===== src/rtl/dmem_ctrl_pkg.sv =====
// Shared types and default sizes for the data-memory access controller.
//   state_t     : controller FSM state encoding (2 bits)
//   *_DEF       : default address/data/counter widths and wait timeout
package dmem_ctrl_pkg;

  typedef enum logic [1:0] {
    ST_IDLE  = 2'd0,
    ST_WAIT  = 2'd1,
    ST_DONE  = 2'd2,
    ST_ERROR = 2'd3
  } state_t;

  localparam int ADDR_W_DEF  = 32;
  localparam int DATA_W_DEF  = 32;
  localparam int CNT_W_DEF   = 32;
  localparam int TIMEOUT_DEF = 16;

endpackage


===== src/rtl/dmem_access_ctrl_sat_counter.sv =====
// Saturating up-counter used for the pipeline performance counters.
//   clk_i  : clock
//   rst_i  : asynchronous active-high reset, clears the count
//   inc_i  : add one this cycle
//   cnt_o  : current count; sticks at all-ones instead of wrapping
module sat_counter #(
  parameter int W = 32
) (
  input  logic         clk_i,
  input  logic         rst_i,
  input  logic         inc_i,
  output logic [W-1:0] cnt_o
);

  logic [W-1:0] r_cnt;

  always_ff @(posedge clk_i or posedge rst_i) begin
    if (rst_i) begin
      r_cnt <= '0;
    end else if (inc_i && (r_cnt != '1)) begin
      r_cnt <= r_cnt + 1'b1;
    end
  end

  assign cnt_o = r_cnt;

endmodule


===== src/rtl/dmem_access_ctrl.sv =====
// Data-memory access sequencer for the EX/MEM stage.
// Launches one req/ack transaction per load/store, stalls the pipeline while
// it is outstanding, returns load data for one cycle, and keeps saturating
// counters of hazard stalls, flushes and memory-stall cycles.
//   clk_i, rst_i                 : clock, asynchronous active-high reset
//   start_i                      : CPU run enable
//   mem_read_i/mem_write_i       : EX/MEM access type
//   addr_i/wdata_i               : EX/MEM address and store data
//   hazard_stall_i/flush_i       : events counted by the perf counters
//   mem_req_o/we/addr/wdata      : request side of the data memory
//   mem_ack_i/mem_rdata_i        : completion pulse and load data
//   stall_o                      : pipeline-wide freeze
//   rdata_o/rdata_valid_o        : captured load data for MEM/WB
//   err_o                        : sticky wait-timeout error
//   *_cnt_o                      : performance counters
//
// state   | meaning
// --------+---------------------------------------------------------------
// IDLE    | no access outstanding; stall_o follows an incoming access
// WAIT    | request held on the memory bus until ack or timeout
// DONE    | one cycle: pipeline advances, load data valid
// ERROR   | memory never answered; pipeline frozen until reset
module dmem_access_ctrl
  import dmem_ctrl_pkg::*;
#(
  parameter int ADDR_W  = ADDR_W_DEF,
  parameter int DATA_W  = DATA_W_DEF,
  parameter int CNT_W   = CNT_W_DEF,
  parameter int TIMEOUT = TIMEOUT_DEF
) (
  input  logic              clk_i,
  input  logic              rst_i,
  input  logic              start_i,
  input  logic              mem_read_i,
  input  logic              mem_write_i,
  input  logic [ADDR_W-1:0] addr_i,
  input  logic [DATA_W-1:0] wdata_i,
  input  logic              hazard_stall_i,
  input  logic              flush_i,
  output logic              mem_req_o,
  output logic              mem_we_o,
  output logic [ADDR_W-1:0] mem_addr_o,
  output logic [DATA_W-1:0] mem_wdata_o,
  input  logic              mem_ack_i,
  input  logic [DATA_W-1:0] mem_rdata_i,
  output logic              stall_o,
  output logic [DATA_W-1:0] rdata_o,
  output logic              rdata_valid_o,
  output logic              err_o,
  output logic [CNT_W-1:0]  stall_cnt_o,
  output logic [CNT_W-1:0]  flush_cnt_o,
  output logic [CNT_W-1:0]  memstall_cnt_o
);

  // Last WAIT count before giving up; unused when the timeout is disabled.
  localparam logic [31:0] TO_LAST = (TIMEOUT == 0) ? 32'd0 : 32'(TIMEOUT - 1);

  state_t            r_state, w_state_nxt;
  logic              w_acc, w_stall;
  logic [31:0]       r_to_cnt;
  logic              r_we;
  logic [ADDR_W-1:0] r_addr;
  logic [DATA_W-1:0] r_wdata;
  logic [DATA_W-1:0] r_rdata;

  assign w_acc = start_i & (mem_read_i | mem_write_i);

  always_comb begin
    w_state_nxt = r_state;
    w_stall     = 1'b0;
    case (r_state)
      ST_IDLE: begin
        // Combinational so the access is frozen in the cycle it shows up.
        w_stall = w_acc;
        if (w_acc) w_state_nxt = ST_WAIT;
      end
      ST_WAIT: begin
        w_stall = 1'b1;
        if (mem_ack_i) begin
          w_state_nxt = ST_DONE;
        end else if ((TIMEOUT != 0) && (r_to_cnt == TO_LAST)) begin
          w_state_nxt = ST_ERROR;
        end
      end
      ST_DONE:  w_state_nxt = ST_IDLE;
      ST_ERROR: w_stall = 1'b1;
      default:  w_state_nxt = ST_IDLE;
    endcase
  end

  always_ff @(posedge clk_i or posedge rst_i) begin
    if (rst_i) begin
      r_state  <= ST_IDLE;
      r_to_cnt <= '0;
      r_we     <= 1'b0;
      r_addr   <= '0;
      r_wdata  <= '0;
      r_rdata  <= '0;
    end else begin
      r_state <= w_state_nxt;
      case (r_state)
        ST_IDLE: begin
          if (w_acc) begin
            r_addr   <= addr_i;
            r_wdata  <= wdata_i;
            // A simultaneous read+write is treated as a write.
            r_we     <= mem_write_i;
            r_to_cnt <= '0;
          end
        end
        ST_WAIT: begin
          if (mem_ack_i) begin
            if (!r_we) r_rdata <= mem_rdata_i;
          end else if (r_to_cnt != '1) begin
            r_to_cnt <= r_to_cnt + 32'd1;
          end
        end
        default: ;
      endcase
    end
  end

  // Request and error decode straight from state so reset drops them at once.
  assign mem_req_o     = (r_state == ST_WAIT);
  assign err_o         = (r_state == ST_ERROR);
  assign rdata_valid_o = (r_state == ST_DONE) & ~r_we;
  assign stall_o       = w_stall;
  assign mem_we_o      = r_we;
  assign mem_addr_o    = r_addr;
  assign mem_wdata_o   = r_wdata;
  assign rdata_o       = r_rdata;

  // All counters freeze while the CPU is not running; hazard and flush
  // events hidden behind a memory stall are not counted.
  logic w_inc_hz, w_inc_fl, w_inc_ms;
  assign w_inc_hz = start_i & hazard_stall_i & ~w_stall;
  assign w_inc_fl = start_i & flush_i & ~w_stall;
  assign w_inc_ms = start_i & w_stall;

  sat_counter #(.W(CNT_W)) u_cnt_hz (
    .clk_i (clk_i), .rst_i (rst_i), .inc_i (w_inc_hz), .cnt_o (stall_cnt_o)
  );
  sat_counter #(.W(CNT_W)) u_cnt_fl (
    .clk_i (clk_i), .rst_i (rst_i), .inc_i (w_inc_fl), .cnt_o (flush_cnt_o)
  );
  sat_counter #(.W(CNT_W)) u_cnt_ms (
    .clk_i (clk_i), .rst_i (rst_i), .inc_i (w_inc_ms), .cnt_o (memstall_cnt_o)
  );

endmodule


===== config.mk =====
export PLATFORM = sky130hd
export DESIGN_NAME = dmem_access_ctrl
export DESIGN_NICKNAME = d
export VERILOG_FILES = /design/src/rtl/dmem_ctrl_pkg.sv /design/src/rtl/dmem_access_ctrl_sat_counter.sv /design/src/rtl/dmem_access_ctrl.sv
export SDC_FILE = /design/constraint.sdc
export NUM_CORES = 1
export LEC_CHECK = 0
export ABC_AREA = 1
export CORE_MARGIN = 2
export CORE_UTILIZATION = 43
export CTS_CLUSTER_SIZE = 40
export DETAILED_ROUTE_END_ITERATION = 6
export PLACE_DENSITY = 0.82
export SLEW_MARGIN = 20
export SYNTH_ARGS = -nofsm -noshare
export SYNTH_HDL_FRONTEND = slang
export SYNTH_HIERARCHICAL = 1
export SYNTH_SLANG_ARGS = --single-unit

===== constraint.sdc =====
create_clock -name clk_i -period 10.79 [get_ports clk_i]
set_input_delay 3.237 -clock clk_i [delete_from_list [all_inputs] [get_ports clk_i]]
set_output_delay 3.237 -clock clk_i [all_outputs]
set_load 0.005 [all_outputs]

==> impl_metrics.csv <==
group,metric,value,unit
timing,setup-violations-final,0,
clocking,post_cts_resized,0,
die,dieHeight,177,um
yosys,syn_inst,1818,
timing,clock.fmax,0.114,GHz
timing,slew_headroom,0.372,
clocking,cts_hold_buffers,0,
placement,place_congestion,0.953,
critical_path,cp-end-kind,"output port",
timing,drv_slew,0,
timing,tightest_slew,0.940,ns
clocking,h-tree-depth,1,
global_routing,grt_pass1_vias,12080,
yosys,synthTopCellsByArea,"dfrtp_1 (44%), nand2_1 (27%), nor2_1 (6.3%)",
job,cap_violations,0,
timing,period_share,0.815,
global_routing,grt_pass1_wl,59.2,mm
die,die_w,177,um
critical_path,reg2regPathDepth,10,
critical_path,r2r_slack,7.34,ns
yosys,syn_area,12900,um^2
pwr,ir_drop,0.139,mV
finish,drive_above_1_share,0.0667,
detailed_routing,ant_nets,0,
die,core_area,29600,um^2
hold_path,whs_path_depth,2,
placement,dpl.hpwl,26.7,mm
critical_path,critPathRequiredTime,7.55,ns
yosys,synth_cell_type_count,33,
run_status,status,"finished, final reports clean",
critical_path,cp_slowest_cell,"nand3_4",
finish,syn_to_final_growth,31.9,%
detailed_routing,wirelength,36.5,mm
placement,numPortBuffers,300,
timing,post-route-min-period,8.80,ns
pwr,p_leak,7.97,nW
clocking,clk_latency,0.53,ns
die,start_util,0.437,
global_routing,grt_usage,0.231,
die,rows,63,
yosys,yosys.area.top_type,"dfrtp_1",
clocking,cts_made_buffers,26,
yosys,ys_seq_area_frac,0.439,
finish,stdcell_count,2521,
clocking,cts_sinks,227,
detailed_routing,drtIter0Drc,957,
pwr,p_per_area,182,nW/um^2
critical_path,start_kind,"primary input",
timing,rsz0062_at_grt,"false",
detailed_routing,drc,0,
timing,finClkSkew,0.0108,ns
critical_path,worst-setup-path-type,"primary input to output port",
detailed_routing,via_per_inst,4.98,
critical_path,arrival,5.56,ns
detailed_routing,firstDrtPassIters,5,
global_routing,overflow,0,
detailed_routing,vias,12558,
clocking,clockRootBuffer,"clkbuf_16",
clocking,cts_tree,"done",
clocking,clk_pin_slew,0.06,ns
global_routing,antenna_found_initial,1,
yosys,yosys.area.top_type_share,0.439,
yosys,synth_nets,1926,
critical_path,path_cells,"clkdlybuf4s50_1, nand3_4, inv_2, nor2_1, inv_1, clkdlybuf4s50_1",
hold_path,hold_class,"flop to flop",
clocking,clockBufferDepth,3,
critical_path,cp_max_fo,67,
yosys,avgSynthCellArea,7.12,um^2
die,die_area,31500,um^2
critical_path,cp_top_family,"buffers and inverters",
placement,placedCellCount,2475,
yosys,yosys_warnings,6,
critical_path,crit_top_cell,"clkdlybuf4s50_1",
detailed_routing,wl_per_cell,14.5,um
hold_path,hold_end,"mem_wdata_o[12]",
critical_path,rr_endpoint,"u_cnt_ms/cnt_o[22]",
finish,nNetsFinal,2221,
clocking,post_cts_buffers,0,
global_routing,grt_max_degree,79,
yosys,ys_seq_elements,227,
hold_path,min-delay-start,"mem_wdata_o[12]",
die,io_pins,301,
critical_path,critPathBufInv,4,
timing,fin_setup_tns,0,ns
timing,hold_violations,0,
critical_path,r2r-start,"r_state[0]",
timing,holdWs,0.475,ns
critical_path,critPathMaxStageDelay,0.73,ns
[report_power, final]
group / internal [W] / leakage [nW] / switching (W)
logic: 0.000526 / 4.55 / 0.000467
registers: 0.00106 / 2.99 / 0.000141
clock network: 0.000564 / 0.431 / 0.000356
total: 0.00215 / 7.97 / 0.000965
[synth_stat cells (all sizes together)]
cell,instances
nand4,8
a21oi,7
xnor2,20
o21ai,27
dfrtp,227
xor2,29
nor2,245
mux2,32
inv,128
nor3b,1
nand3,82
or2,2
nand3b,10
nand2,941
nor3,13
buf,34
clkbuf,8
ha,4
[worst max-delay path by stage]
| stage | start | to | cells past startpoint |
|---|---|---|---|
| 6_report | start_i | stall_o | 6 |
| 5_1_grt | start_i | stall_o | 6 |
| 4_1_cts | start_i | stall_o | 6 |
| 3_5_place_dp | start_i | stall_o | 6 |
| 3_3_place_gp | start_i | stall_o | 6 |
| 2_1_floorplan | mem_write_i | stall_o | 6 |
[cell families after synthesis]
kind of cell | count (synthesis) | synth area share
xor gates and xnor gates | 49 | 0.0332
and+or+nand+nor | 1302 | 0.418
DFF | 227 | 0.439
adders and majority gates | 4 | 0.00387
muxes | 32 | 0.0278
AOI/OAI and AO/OA | 34 | 0.0160
buffers and inverters | 170 | 0.0626
[worst reg2reg max path: stages, from the launching register on]
cell and delay, ns:
dfrtp_1 0.45, nor2_1 0.24, nand3_4 0.72, inv_2 0.25, nor2_1 0.07, nor2_1 0.42, inv_1 0.18, a21oi_2 0.54
buf_4 0.34, nand2_1 0.10, nand2_1 0.06
[registers in the layout, summed over array words and instances (netlist names)]
register,count
mem_addr_o,32
mem_wdata_o,32
mem_we_o,1
r_state,2
r_to_cnt,32
rdata_o,32
u_cnt_fl/cnt_o,32
u_cnt_hz/cnt_o,32
u_cnt_ms/cnt_o,32
[routing by layer]
layer  share of wire  track usage
met1            0.41        0.287
met3           0.081       0.0548
met2            0.48        0.396
met5               0            0
met4           0.027       0.0704
[layout by cell type, fill, tap and decap left out, types with 2 or more instances in the layout]
| cell type | Yosys | final |
|---|---|---|
| nor2_2 | 14 | 14 |
| buf_4 | 3 | 8 |
| clkbuf_1 | 8 | 6 |
| ha_1 | 4 | 4 |
| nand2_1 | 915 | 915 |
| inv_2 | 6 | 6 |
| mux2_1 | 15 | 15 |
| a21oi_1 | 6 | 3 |
| nand3b_1 | 7 | 7 |
| xor2_1 | 29 | 29 |
| nor2_1 | 218 | 218 |
| nand3_1 | 81 | 81 |
| dfrtp_1 | 227 | 227 |
| a21oi_2 | 0 | 3 |
| clkbuf_16 | 0 | 27 |
| clkdlybuf4s50_1 | 0 | 300 |
| bufinv_16 | 0 | 4 |
| or2_2 | 2 | 2 |
| o21ai_1 | 8 | 8 |
| nor2_8 | 4 | 4 |
| o21ai_0 | 12 | 12 |
| nand3b_4 | 3 | 3 |
| nor2_4 | 9 | 9 |
| clkbuf_8 | 0 | 2 |
| nand4_1 | 8 | 8 |
| o21ai_2 | 7 | 7 |
| mux2_2 | 17 | 17 |
| xnor2_1 | 20 | 20 |
| inv_1 | 122 | 121 |
| nand2_2 | 16 | 16 |
| nand2_4 | 10 | 10 |
| nor3_1 | 13 | 13 |
| clkinv_2 | 0 | 4 |
[per-stage QoR]
step	instance area, um^2	worst slack [ns]	utilization	power, W
after detailed placement	16200	1.94	0.546	0.00221
final	17100	1.99	0.576	0.00311
after global placement	16200	1.97	0.546	0.00218
after floorplan	12900	3.52	-	0.00166
after global routing	17100	1.84	0.576	0.00329
after CTS	17100	1.94	0.576	0.00315
[cell type report]
| class | instances | area, um^2 |
|---|---|---|
| Clock buffer | 35 | 726 |
| Tap cell | 390 | 488 |
| Clock inverter | 10 | 156 |
| Fill cell | 2663 | 12600 |
| Inverter | 128 | 485 |
| Sequential cell | 227 | 5680 |
| Timing Repair Buffer | 309 | 3070 |
| Multi-Input combinational cell | 1421 | 6460 |
| Antenna cell | 1 | 2.50 |
No activity file was read; power rests on OpenSTA's default activity.
